**config.mk**
```make
export PLATFORM = sky130hd
export DESIGN_NAME = stage_id_flat
export DESIGN_NICKNAME = d
export VERILOG_FILES = /design/src/rtl/stage_id_pkg.sv /design/src/rtl/stage_id_if.sv /design/src/rtl/stage_id_reg.sv /design/src/rtl/stage_id.sv /design/src/flat_wrapper.sv
export SDC_FILE = /design/constraint.sdc
export NUM_CORES = 1
export LEC_CHECK = 0
export CORE_MARGIN = 2
export CORE_UTILIZATION = 49
export DETAILED_ROUTE_END_ITERATION = 6
export PLACE_DENSITY = 0.87
export REMOVE_ABC_BUFFERS = 1
export SYNTH_ARGS = -nofsm -noshare
export SYNTH_HDL_FRONTEND = slang
export SYNTH_SLANG_ARGS = --single-unit
```
**constraint.sdc**
```tcl
create_clock -name clk -period 9.5 [get_ports clk]
set_input_delay 1.425 -clock clk [delete_from_list [all_inputs] [get_ports clk]]
set_output_delay 1.425 -clock clk [all_outputs]
set_load 0.02 [all_outputs]
```
**src/rtl/stage_id_pkg.sv**
```systemverilog
// Shared types and encodings for the instruction-decode stage.
package stage_id_pkg;

  localparam int unsigned WORD_W = 32;
  localparam int unsigned ADDR_W = 30;
  localparam int unsigned REG_AW = 5;
  localparam int unsigned OP_W   = 6;

  typedef enum logic [2:0] {
    ALU_OP_AND  = 3'd0,
    ALU_OP_OR   = 3'd1,
    ALU_OP_XOR  = 3'd2,
    ALU_OP_ADDS = 3'd3,
    ALU_OP_ADDU = 3'd4,
    ALU_OP_SUBS = 3'd5,
    ALU_OP_SHRL = 3'd6,
    ALU_OP_SHLL = 3'd7
  } alu_op_e;

  typedef enum logic [1:0] {
    MEM_OP_NONE = 2'd0,
    MEM_OP_LDW  = 2'd1,
    MEM_OP_STW  = 2'd2
  } mem_op_e;

  localparam logic [OP_W-1:0] OP_BE   = 6'h10;
  localparam logic [OP_W-1:0] OP_BNE  = 6'h11;
  localparam logic [OP_W-1:0] OP_JMP  = 6'h14;
  localparam logic [OP_W-1:0] OP_CALL = 6'h15;
  localparam logic [OP_W-1:0] OP_LDW  = 6'h16;
  localparam logic [OP_W-1:0] OP_STW  = 6'h17;

  localparam logic [REG_AW-1:0] REG_LINK = 5'd31;

  // ID/EX pipeline payload; all-zero is the NOP/reset value
  typedef struct packed {
    logic [ADDR_W-1:0] pc;
    logic              en;
    alu_op_e           alu_op;
    logic [WORD_W-1:0] alu_in_0;
    logic [WORD_W-1:0] alu_in_1;
    mem_op_e           mem_op;
    logic [WORD_W-1:0] mem_wr_data;
    logic [REG_AW-1:0] dst_addr;
    logic              gpr_we;
    logic              illegal;
  } id_ex_t;

  function automatic logic [WORD_W-1:0] sext16(input logic [15:0] v);
    return {{(WORD_W-16){v[15]}}, v};
  endfunction

  function automatic logic [WORD_W-1:0] zext16(input logic [15:0] v);
    return {{(WORD_W-16){1'b0}}, v};
  endfunction

endpackage

```
**src/rtl/stage_id_if.sv**
```systemverilog
// IF <-> ID link: fetched instruction forward, branch redirect back.
interface stage_id_if;
  import stage_id_pkg::*;

  logic [ADDR_W-1:0] if_pc;
  logic [WORD_W-1:0] if_insn;
  logic              if_en;
  logic              br_taken;
  logic [ADDR_W-1:0] br_addr;

  modport master (output if_pc, if_insn, if_en, input br_taken, br_addr);
  modport slave  (input if_pc, if_insn, if_en, output br_taken, br_addr);
endinterface

```
**src/rtl/stage_id_reg.sv**
```systemverilog
// ID/EX pipeline register: stall holds, flush or load-use bubble inserts a NOP.
module stage_id_reg
  import stage_id_pkg::*;
(
  input  logic   clk,
  input  logic   rst,
  input  logic   stall,
  input  logic   flush,
  input  logic   bubble,
  input  id_ex_t d,
  output id_ex_t q
);

  id_ex_t d_gated;

  // An invalid slot must never carry side effects downstream
  always_comb begin
    d_gated = d;
    if (!d.en) begin
      d_gated.gpr_we  = 1'b0;
      d_gated.mem_op  = MEM_OP_NONE;
      d_gated.illegal = 1'b0;
    end
  end

  always_ff @(posedge clk or negedge rst) begin
    if (!rst) begin
      q <= '0;
    end else if (!stall) begin
      if (flush || bubble) q <= '0;
      else                 q <= d_gated;
    end
  end

endmodule

```
**src/rtl/stage_id.sv**
```systemverilog
// Decode stage: field decode, EX/MEM forwarding, branch resolution, load-use detection.
module stage_id
  import stage_id_pkg::*;
(
  input  logic              clk,
  input  logic              rst,
  input  logic              stall,
  input  logic              flush,
  stage_id_if.slave         ifid,
  output logic [REG_AW-1:0] gpr_rd_addr_0,
  output logic [REG_AW-1:0] gpr_rd_addr_1,
  input  logic [WORD_W-1:0] gpr_rd_data_0,
  input  logic [WORD_W-1:0] gpr_rd_data_1,
  input  logic              ex_en,
  input  logic              ex_gpr_we,
  input  logic              ex_is_load,
  input  logic [REG_AW-1:0] ex_dst_addr,
  input  logic [WORD_W-1:0] ex_fwd_data,
  input  logic              mem_en,
  input  logic              mem_gpr_we,
  input  logic [REG_AW-1:0] mem_dst_addr,
  input  logic [WORD_W-1:0] mem_fwd_data,
  output logic              ld_hazard,
  output logic [ADDR_W-1:0] id_pc,
  output logic              id_en,
  output logic [2:0]        id_alu_op,
  output logic [WORD_W-1:0] id_alu_in_0,
  output logic [WORD_W-1:0] id_alu_in_1,
  output logic [1:0]        id_mem_op,
  output logic [WORD_W-1:0] id_mem_wr_data,
  output logic [REG_AW-1:0] id_dst_addr,
  output logic              id_gpr_we,
  output logic              id_illegal
);

  logic [OP_W-1:0]   op;
  logic [REG_AW-1:0] ra, rb, rc;
  logic [15:0]       imm;
  logic [WORD_W-1:0] ra_val, rb_val;
  logic [ADDR_W-1:0] pc_inc;
  alu_op_e           alu_sel;
  logic              use_ra, use_rb, br_cond;
  logic [ADDR_W-1:0] br_tgt;
  id_ex_t            nxt, q;

  assign op      = ifid.if_insn[31:26];
  assign ra      = ifid.if_insn[25:21];
  assign rb      = ifid.if_insn[20:16];
  assign rc      = ifid.if_insn[15:11];
  assign imm     = ifid.if_insn[15:0];
  assign pc_inc  = ifid.if_pc + ADDR_W'(1);
  assign alu_sel = alu_op_e'(op[3:1]);

  assign gpr_rd_addr_0 = ra;
  assign gpr_rd_addr_1 = rb;

  // Youngest producer wins: EX, then MEM, then the register file
  assign ra_val = (ex_en && ex_gpr_we && ex_dst_addr == ra)    ? ex_fwd_data  :
                  (mem_en && mem_gpr_we && mem_dst_addr == ra) ? mem_fwd_data : gpr_rd_data_0;
  assign rb_val = (ex_en && ex_gpr_we && ex_dst_addr == rb)    ? ex_fwd_data  :
                  (mem_en && mem_gpr_we && mem_dst_addr == rb) ? mem_fwd_data : gpr_rd_data_1;

  always_comb begin
    nxt     = '0;
    nxt.pc  = ifid.if_pc;
    nxt.en  = ifid.if_en;
    use_ra  = 1'b0;
    use_rb  = 1'b0;
    br_cond = 1'b0;
    br_tgt  = pc_inc + ADDR_W'(sext16(imm));
    if (op[5:4] == 2'b00) begin
      use_ra       = 1'b1;
      nxt.alu_op   = alu_sel;
      nxt.alu_in_0 = ra_val;
      nxt.gpr_we   = 1'b1;
      if (!op[0]) begin
        use_rb       = 1'b1;
        nxt.alu_in_1 = rb_val;
        nxt.dst_addr = rc;
      end else begin
        nxt.alu_in_1 = (alu_sel == ALU_OP_ADDS || alu_sel == ALU_OP_SUBS) ? sext16(imm) : zext16(imm);
        nxt.dst_addr = rb;
      end
    end else begin
      unique case (op)
        OP_BE, OP_BNE: begin
          use_ra  = 1'b1;
          use_rb  = 1'b1;
          br_cond = (ra_val == rb_val) ^ op[0];
        end
        OP_JMP, OP_CALL: begin
          use_ra  = 1'b1;
          br_cond = 1'b1;
          br_tgt  = ra_val[WORD_W-1:2];
          if (op == OP_CALL) begin
            nxt.alu_op   = ALU_OP_ADDU;
            nxt.alu_in_0 = {pc_inc, 2'b00};
            nxt.dst_addr = REG_LINK;
            nxt.gpr_we   = 1'b1;
          end
        end
        OP_LDW, OP_STW: begin
          use_ra       = 1'b1;
          nxt.alu_op   = ALU_OP_ADDU;
          nxt.alu_in_0 = ra_val;
          nxt.alu_in_1 = sext16(imm);
          if (op == OP_LDW) begin
            nxt.mem_op   = MEM_OP_LDW;
            nxt.dst_addr = rb;
            nxt.gpr_we   = 1'b1;
          end else begin
            use_rb          = 1'b1;
            nxt.mem_op      = MEM_OP_STW;
            nxt.mem_wr_data = rb_val;
          end
        end
        default: nxt.illegal = 1'b1;
      endcase
    end
  end

  assign ld_hazard = ifid.if_en && ex_en && ex_is_load &&
                     ((use_ra && ex_dst_addr == ra) || (use_rb && ex_dst_addr == rb));

  assign ifid.br_taken = ifid.if_en && !ld_hazard && br_cond;
  assign ifid.br_addr  = br_tgt;

  stage_id_reg u_id_reg (
    .clk    (clk),
    .rst    (rst),
    .stall  (stall),
    .flush  (flush),
    .bubble (ld_hazard),
    .d      (nxt),
    .q      (q)
  );

  assign id_pc          = q.pc;
  assign id_en          = q.en;
  assign id_alu_op      = q.alu_op;
  assign id_alu_in_0    = q.alu_in_0;
  assign id_alu_in_1    = q.alu_in_1;
  assign id_mem_op      = q.mem_op;
  assign id_mem_wr_data = q.mem_wr_data;
  assign id_dst_addr    = q.dst_addr;
  assign id_gpr_we      = q.gpr_we;
  assign id_illegal     = q.illegal;

endmodule

```
**src/flat_wrapper.sv**
```systemverilog
// flat-port wrapper written by rule: the top's interface ports become plain ports
module stage_id_flat import stage_id_pkg::*;
  (clk, rst, stall, flush, gpr_rd_addr_0, gpr_rd_addr_1, gpr_rd_data_0, gpr_rd_data_1, ex_en, ex_gpr_we, ex_is_load, ex_dst_addr, ex_fwd_data, mem_en, mem_gpr_we, mem_dst_addr, mem_fwd_data, ld_hazard, id_pc, id_en, id_alu_op, id_alu_in_0, id_alu_in_1, id_mem_op, id_mem_wr_data, id_dst_addr, id_gpr_we, id_illegal, ifid_if_pc, ifid_if_insn, ifid_if_en, ifid_br_taken, ifid_br_addr);
  stage_id_if ifid_i ();
  input  logic clk;
  input  logic rst;
  input  logic stall;
  input  logic flush;
  output logic [REG_AW-1:0] gpr_rd_addr_0;
  output logic [REG_AW-1:0] gpr_rd_addr_1;
  input  logic [WORD_W-1:0] gpr_rd_data_0;
  input  logic [WORD_W-1:0] gpr_rd_data_1;
  input  logic ex_en;
  input  logic ex_gpr_we;
  input  logic ex_is_load;
  input  logic [REG_AW-1:0] ex_dst_addr;
  input  logic [WORD_W-1:0] ex_fwd_data;
  input  logic mem_en;
  input  logic mem_gpr_we;
  input  logic [REG_AW-1:0] mem_dst_addr;
  input  logic [WORD_W-1:0] mem_fwd_data;
  output logic ld_hazard;
  output logic [ADDR_W-1:0] id_pc;
  output logic id_en;
  output logic [2:0] id_alu_op;
  output logic [WORD_W-1:0] id_alu_in_0;
  output logic [WORD_W-1:0] id_alu_in_1;
  output logic [1:0] id_mem_op;
  output logic [WORD_W-1:0] id_mem_wr_data;
  output logic [REG_AW-1:0] id_dst_addr;
  output logic id_gpr_we;
  output logic id_illegal;
  input wire logic [$bits(ifid_i.if_pc)-1:0] ifid_if_pc;
  input wire logic [$bits(ifid_i.if_insn)-1:0] ifid_if_insn;
  input wire logic [$bits(ifid_i.if_en)-1:0] ifid_if_en;
  output wire logic [$bits(ifid_i.br_taken)-1:0] ifid_br_taken;
  output wire logic [$bits(ifid_i.br_addr)-1:0] ifid_br_addr;
  assign ifid_i.if_pc = ifid_if_pc;
  assign ifid_i.if_insn = ifid_if_insn;
  assign ifid_i.if_en = ifid_if_en;
  assign ifid_br_taken = ifid_i.br_taken;
  assign ifid_br_addr = ifid_i.br_addr;
  stage_id u_core (.clk(clk), .rst(rst), .stall(stall), .flush(flush), .ifid(ifid_i), .gpr_rd_addr_0(gpr_rd_addr_0), .gpr_rd_addr_1(gpr_rd_addr_1), .gpr_rd_data_0(gpr_rd_data_0), .gpr_rd_data_1(gpr_rd_data_1), .ex_en(ex_en), .ex_gpr_we(ex_gpr_we), .ex_is_load(ex_is_load), .ex_dst_addr(ex_dst_addr), .ex_fwd_data(ex_fwd_data), .mem_en(mem_en), .mem_gpr_we(mem_gpr_we), .mem_dst_addr(mem_dst_addr), .mem_fwd_data(mem_fwd_data), .ld_hazard(ld_hazard), .id_pc(id_pc), .id_en(id_en), .id_alu_op(id_alu_op), .id_alu_in_0(id_alu_in_0), .id_alu_in_1(id_alu_in_1), .id_mem_op(id_mem_op), .id_mem_wr_data(id_mem_wr_data), .id_dst_addr(id_dst_addr), .id_gpr_we(id_gpr_we), .id_illegal(id_illegal));
endmodule
```
==> results of run 1 <==
## layout make-up
type	count	area share
Tap cell	275	0.0229
Clock buffer	18	0.0286
Multi-Input combinational cell	1005	0.432
Inverter	13	0.00325
Sequential cell	139	0.231
Clock inverter	13	0.0112
Timing Repair Buffer	412	0.271
Antenna cell	3	0.000500
## worst paths after layout
| kind | slack (ns) | cells past startpoint | start | endpoint |
|---|---|---|---|---|
| worst max register to register | 8.74 | 1 | u_core.u_id_reg.q[34] | u_core.u_id_reg.q[34] |
| worst max-delay path | 1.43 | 16 | ifid_if_pc[0] | ifid_br_addr[25] |
| worst min-delay path | 0.48 | 2 | u_core.u_id_reg.q[81] | u_core.u_id_reg.q[81] |
| max in group asynchronous | 7.17 | 2 | rst | u_core.u_id_reg.q[29] |
| worst min register to register | 0.48 | 2 | u_core.u_id_reg.q[81] | u_core.u_id_reg.q[81] |
| min in group asynchronous | 1.07 | 1 | rst | u_core.u_id_reg.q[82] |
## power by group
group / internal, W / switching [W]
clock network: 0.000415 / 0.000291
registers: 0.000614 / 0.0000136
logic: 0.000278 / 0.000372
total: 0.00131 / 0.000677
## Yosys cell counts (all sizes together) (30+ instances only)
cell / instances / area [sq um]
ha: 30 / 375
nand2: 126 / 473
a31oi: 36 / 231
clkbuf: 82 / 308
nand3: 52 / 260
a22o: 75 / 657
buf: 37 / 230
xnor2: 43 / 377
xor2: 56 / 490
nor2: 54 / 203
a21oi: 65 / 329
o21ai: 155 / 776
o32a: 32 / 320
nor3: 77 / 395
dfrtp: 139 / 3480
or3: 38 / 238
## metal layers
metal | wire (um) | global-route usage
met5 | 0 | 0
met4 | 2390 | 0.175
met3 | 6390 | 0.125
met2 | 20700 | 0.629
met1 | 17300 | 0.521
## critical path, stage by stage
cell             delay [ns]
clkdlybuf4s50_1        0.65
ha_1                   0.31
nand4_1                0.19
nor2_1                 0.25
nand2_1                0.10
xnor2_1                0.36
ha_1                   0.28
and3_1                 0.21
and3_1                 0.15
o21ai_0                0.14
a211o_1                0.37
a21boi_0               0.25
o21ai_0                0.12
a2111oi_0              0.91
a21o_1                 0.26
clkdlybuf4s50_1        0.64
## cells by family (layout without fill, tap and decap cells)
group                      after synthesis  count (layout)  synth area share
DFF                                    139             139             0.331
buffers and inverters                  132             456            0.0558
other                                    0               3                 0
AOI/OAI and AO/OA                      450             450             0.288
xor gates and xnor gates                99              99            0.0825
and+or+nand+nor                        410             410             0.191
adders and majority gates               31              31            0.0376
muxes                                   15              15            0.0143
## metrics by stage
step / cell area (sq um) / setup WS, ns / hold slack (ns) / utilization
floorplan: 9970 / 2.39 / 0.577 / -
finish: 15000 / 1.43 / 0.483 / 0.715
detailed placement: 14400 / 1.54 / 0.473 / 0.686
CTS: 15000 / 1.46 / 0.488 / 0.715
global placement: 14400 / 1.40 / 0.466 / 0.686
global route: 15000 / 0.974 / 0.509 / 0.715
==> summary.md, run 1 <==
| Metric | Value |
|---|---|
| Status | `complete, but fails checks` |
| Failing checks | `design-rule violations` |
| 1st-iter DRT viols | `1438` |
| Slew @ Worst Pin | `1.06 ns` |
| Core Box Area | `21000 sq um` |
| Post-CTS setup buffers | `0` |
| Die area | `22600 sq um` |
| Synth Flop Type | `dfrtp_1` |
| DP HPWL | `33700 um` |
| Crit-path max FO | `8` |
| Antenna-violating nets left | `0` |
| Slew Viols, Final | `0` |
| CTS H-tree lvls | `4` |
| Share of layout cells above drive strength 1 | `0.0469` |
| Commonest non-fill, non-tap cell in the layout | `clkdlybuf4s50_1` |
| Tot Pwr | `0.00198 W` |
| Via Count | `12.5k` |
| RSZ-0062 raised after global routing | `false` |
| Initial core utilization | `0.500` |
| Routability cong. | `0.976` |
| CTS hold repair buffers | `0` |
| Power Density | `132 nW/um^2` |
| Clock transition at the registers of the reported paths | `0.06 ns` |
| Commonest non-fill, non-tap cells in the layout | `clkdlybuf4s50_1 (388), o21ai_0 (153), dfrtp_1 (139)` |
| Clock Root Buffer | `clkbuf_16` |
| Setup TNS | `0 ns` |
| Die W | `150 um` |
| Synthesized area | `10500 sq um` |
| DR WL/cell | `24.9 um` |
| # fillers | `1652` |
| Slew headroom | `0.278` |
| Tmin final | `8.07 ns` |
| Multi-input logic area | `6490 sq um` |
| Register Area | `3480 sq um` |
| Number of global-route vias before repair | `11.9k` |
| Worst skew pair latency | `0.42 ns` |
| Sequential area share after synthesis | `0.331` |
| Crit path required time | `8.08 ns` |
| Max Cap Viol | `0` |
| Post-synth EDFFs | `0` |
| DIE HEIGHT | `150 um` |
| Fin crit share | `0.849` |
| CP startpoint kind | `primary input` |
| Layout net count | `1829` |
| Crit path DAT | `6.64 ns` |
| Worst Hold Class | `flop to flop` |
| Total track usage | `0.405` |
| Vias per cell | `6.64` |
| Post-Place Cells | `1844` |
| Yosys warns | `0` |
| CTS sink cnt | `139` |
| Synth cell types | `64` |
| DRC | `1` |
| Final hold vios | `0` |
| Overflow after GRT | `0` |
| Final-report setup violation count | `0` |
| Worst-case clock buffer depth | `2` |
| Crit Path Class | `primary input to output port` |
| Clk_skew | `0 ns` |
| Number of synthesized register bits | `139` |
| Cells after Synth | `1276` |
| Reg with most FFs | `u_core.u_id_reg.q` |
| Leakage power total | `5.86 nW` |
| Max Fclk | `124 MHz` |
| Synthesized area per cell | `8.24 sq um` |
| Top flop regs | `u_core.u_id_reg.q: 139 flops` |
| TritonCTS clock tree | `yes` |
| Post-cts resize count | `0` |
| Synth-to-layout area growth | `43.0%` |
| FP Rows | `53` |
| Largest net degree at the start of global routing | `93` |
| Io pins | `391` |
| Final Instance Count excl. Fillers | `1878` |
| CTS buffer count | `17` |
| First-pass GRT wire length | `70000 um` |
| TritonRoute pass-1 iters | `7` |
| WL final | `46800 um` |
| Worst setup EP type | `output port` |
| Antenna violations before repair | `1` |
| Peak supply drop | `0.119 mV` |
| Ys async rst share | `1.00` |
| Max reg flops | `139` |
| Port bufs | `390` |
(Power assumes the default switching activity.)
==> run 2: changes to the inputs <==
--- a/config.mk
+++ b/config.mk
@@ -6,9 +6,9 @@
 export NUM_CORES = 1
 export LEC_CHECK = 0
 export CORE_MARGIN = 2
-export CORE_UTILIZATION = 49
+export CORE_UTILIZATION = 41
 export DETAILED_ROUTE_END_ITERATION = 6
-export PLACE_DENSITY = 0.87
+export PLACE_DENSITY = 0.78
 export REMOVE_ABC_BUFFERS = 1
 export SYNTH_ARGS = -nofsm -noshare
 export SYNTH_HDL_FRONTEND = slang
==> constraint.sdc (replaced) <==
create_clock -name clk -period 6.98 [get_ports clk]
set_input_delay 1.047 -clock clk [delete_from_list [all_inputs] [get_ports clk]]
set_output_delay 1.047 -clock clk [all_outputs]
set_load 0.02 [all_outputs]
==> run 2 against run 1 <==
Against the previous run: the flow now finishes without violations; core utilization fell by 11 points; clock power increased by 40%; combinational power up 36%; power is 37% higher; count of clock-buffer cells in the layout is the same; hold slack better by 0.0044 ns; largest power group unchanged.
==> summary.md, run 2 (synthesis results as in run 1) <==
| Metric | Value |
|---|---|
| Status | `finished clean` |
| Max Cap Viol | `0 (unchanged)` |
| Largest delay share family, worst path | `compound AO/OA/AOI/OAI gates` |
| WL final | `46500 um (-0.67%)` |
| Commonest non-fill, non-tap cells in the layout | `clkdlybuf4s50_1 (388), o21ai_0 (153), dfrtp_1 (139)` |
| DR WL/cell | `23.9 um (-4.1%)` |
| Crit path required time | `5.93 ns (-2.15 ns)` |
| Max incr delay on CP | `0.65 ns (-0.26 ns)` |
| Sw Share | `0.342 (+0.000370)` |
| Io pins | `391 (unchanged)` |
| Number of global-route vias before repair | `11.6k (-2.7%)` |
| Crit path DAT | `5.62 ns (-1.02 ns)` |
| Slew @ Worst Pin | `1.19 ns (+0.131 ns)` |
| Power Density | `179 nW/um^2 (+35%)` |
| Leakage power total | `5.96 nW (+1.6%)` |
| Die W | `164 um (+9.1%)` |
| Commonest non-fill, non-tap cell in the layout | `clkdlybuf4s50_1` |
| Slew headroom | `0.205 (-0.0733)` |
| Crit path depth | `17 (+1)` |
| Worst skew pair latency | `0.42 ns (about the same)` |
| FP Rows | `58 (+9.4%)` |
| Fin util | `0.605 (-0.110)` |
| RSZ-0062 raised after global routing | `false` |
| Routability cong. | `0.922 (-5.5%)` |
| Post-CTS setup buffers | `0 (unchanged)` |
| Worst Hold Class | `flop to flop` |
| Worst-case clock buffer depth | `2 (unchanged)` |
| Crit-path max FO | `6 (-2)` |
| DRC | `0 (-1)` |
| DP HPWL | `34200 um (+1.5%)` |
| CTS buffer count | `17 (unchanged)` |
| Layout net count | `1842 (+0.71%)` |
| Worst path bufs/invs | `2 (unchanged)` |
| DIE HEIGHT | `164 um (+9.1%)` |
| Clock Root Buffer | `clkbuf_16` |
| Clock transition at the registers of the reported paths | `0.07 ns (about the same)` |
| 1st-iter DRT viols | `1995 (+39%)` |
| Max reg flops | `139 (unchanged)` |
| First-pass GRT wire length | `68600 um (-2.1%)` |
| CP startpoint kind | `primary input` |
| Post-cts resize count | `0 (unchanged)` |
| Port bufs | `390 (unchanged)` |
| Final hold vios | `0 (unchanged)` |
| Peak supply drop | `0.153 mV (+28%)` |
| Internal | `0.00179 W (+37%)` |
| Sw power | `0.000931 W (+38%)` |
| Share of layout cells above drive strength 1 | `0.0545 (+0.00765)` |
| Fin crit share | `0.955` |
| Worst r2r path cells | `1 (unchanged)` |
| Final-report setup violation count | `0 (unchanged)` |
| Reg with most FFs | `u_core.u_id_reg.q` |
| Hold depth | `2 (unchanged)` |
| Via Count | `12.1k (-3.2%)` |
| Clock share of power | `0.362 (+0.006)` |
| Core Box Area | `25200 sq um (+20%)` |
| Synth-to-layout area growth | `45.1%` |
| TritonCTS clock tree | `yes` |
| Antenna violations before repair | `2 (+1)` |
| Max Fclk | `150 MHz` |
| Combinational power share | `0.324 (-0.004)` |
| Clk_skew | `0 ns (unchanged)` |
| Tmin final | `6.67 ns` |
| Top flop regs | `u_core.u_id_reg.q: 139 flops` |
| Total track usage | `0.334 (-0.0709)` |
| Antenna-violating nets left | `0 (unchanged)` |
| Initial core utilization | `0.417 (-0.0826)` |
| CTS hold repair buffers | `0 (unchanged)` |
| Setup TNS | `0 ns (unchanged)` |
| Vias per cell | `6.21 (-6.6%)` |
| Largest net degree at the start of global routing | `78 (-16%)` |
| TritonRoute pass-1 iters | `6 (-1)` |
| Die area | `26900 sq um (+19%)` |
| CTS sink cnt | `139 (unchanged)` |
| CP cell instances | `clkdlybuf4s50_1 -> ha_1 -> nand4_1 -> nor2_1 -> and4_1 -> xor2_1 -> ha_1 -> a21o_1 -> a21oi_1 -> nor2_1 -> o41ai_1 -> o21a_1 -> a21oi_1 -> o31a_1 -> o21a_1 -> o31ai_1 -> clkdlybuf4s50_1` |
| Slowest stage cell on the critical path | `clkdlybuf4s50_1` |
| Slew Viols, Final | `0 (unchanged)` |
| Crit Path Class | `primary input to output port` |
| Reg power frac | `0.313 (-0.003)` |
| CTS H-tree lvls | `4 (unchanged)` |
| Overflow after GRT | `0 (unchanged)` |
| Worst setup EP type | `output port` |
==> run 2: cell count changes in the layout (fill, tap and decap cells not counted), sizes merged <==
cell,previous run,this run
buf,24,37
clkinv,5,4
clkinvlp,2,1
diode,3,2
inv,16,19
==> run 2: layout make-up <==
cell class              instances  area [sq um]
diodes                          2          5.00
clock buffers                  18           429
clock inverters                14           184
fillers                      2202          9940
inverters                      13          48.8
multi-input cells            1005          6480
flip-flops and latches        139          3480
well taps                     330           413
repair buffers                425          4200
==> run 2: final timing paths <==
check | start | to | slack, ns
hold / removal | u_core.u_id_reg.q[71] | u_core.u_id_reg.q[71] | 0.49
max in group asynchronous | rst | u_core.u_id_reg.q[124] | 4.95
setup / recovery | ifid_if_pc[1] | ifid_br_addr[27] | 0.31
hold reg to reg | u_core.u_id_reg.q[71] | u_core.u_id_reg.q[71] | 0.49
setup reg to reg | u_core.u_id_reg.q[35] | u_core.u_id_reg.q[35] | 6.19
min in group asynchronous | rst | u_core.u_id_reg.q[12] | 0.64
==> run 2: power groups by stage <==
stage                     logic (W)  registers, W  clock network (W)
after floorplan            0.000357      0.000902                  0
after global placement     0.000860      0.000867                  0
after detailed placement   0.000867      0.000867                  0
after CTS                  0.000873      0.000853           0.000995
after global routing       0.000935      0.000856            0.00103
final                      0.000884      0.000853           0.000987
==> run 2: per-layer routing <==
metal,vias to the layer above,share of wire,GRT usage
met5,-,0,0
met4,0,0.035,0.133
met3,112,0.11,0.0732
met2,787,0.46,0.533
met1,5774,0.40,0.440
li1,5403,-,-
==> run 2: per-stage QoR <==
step | setup WS (ns) | total power, W | cell area [sq um] | cells | hold slack, ns
5_1_grt | 0.00964 | 0.00282 | 15200 | 1946 | 0.508
2_1_floorplan | 0.251 | 0.00126 | 9970 | 1157 | 0.577
6_report | 0.312 | 0.00272 | 15200 | 1946 | 0.488
4_1_cts | 0.321 | 0.00272 | 15200 | 1944 | 0.489
3_3_place_gp | 0.372 | 0.00173 | 14600 | 1912 | 0.467
3_5_place_dp | 0.308 | 0.00173 | 14600 | 1912 | 0.473
==> run 3: changes to the inputs <==
--- a/config.mk
+++ b/config.mk
@@ -8,6 +8,7 @@
 export CORE_MARGIN = 2
 export CORE_UTILIZATION = 41
 export DETAILED_ROUTE_END_ITERATION = 6
+export HOLD_SLACK_MARGIN = 0.03
 export PLACE_DENSITY = 0.78
 export REMOVE_ABC_BUFFERS = 1
 export SYNTH_ARGS = -nofsm -noshare
==> results of run 3 <==
The final DEF is identical to that of run 2; final timing and power are the same.
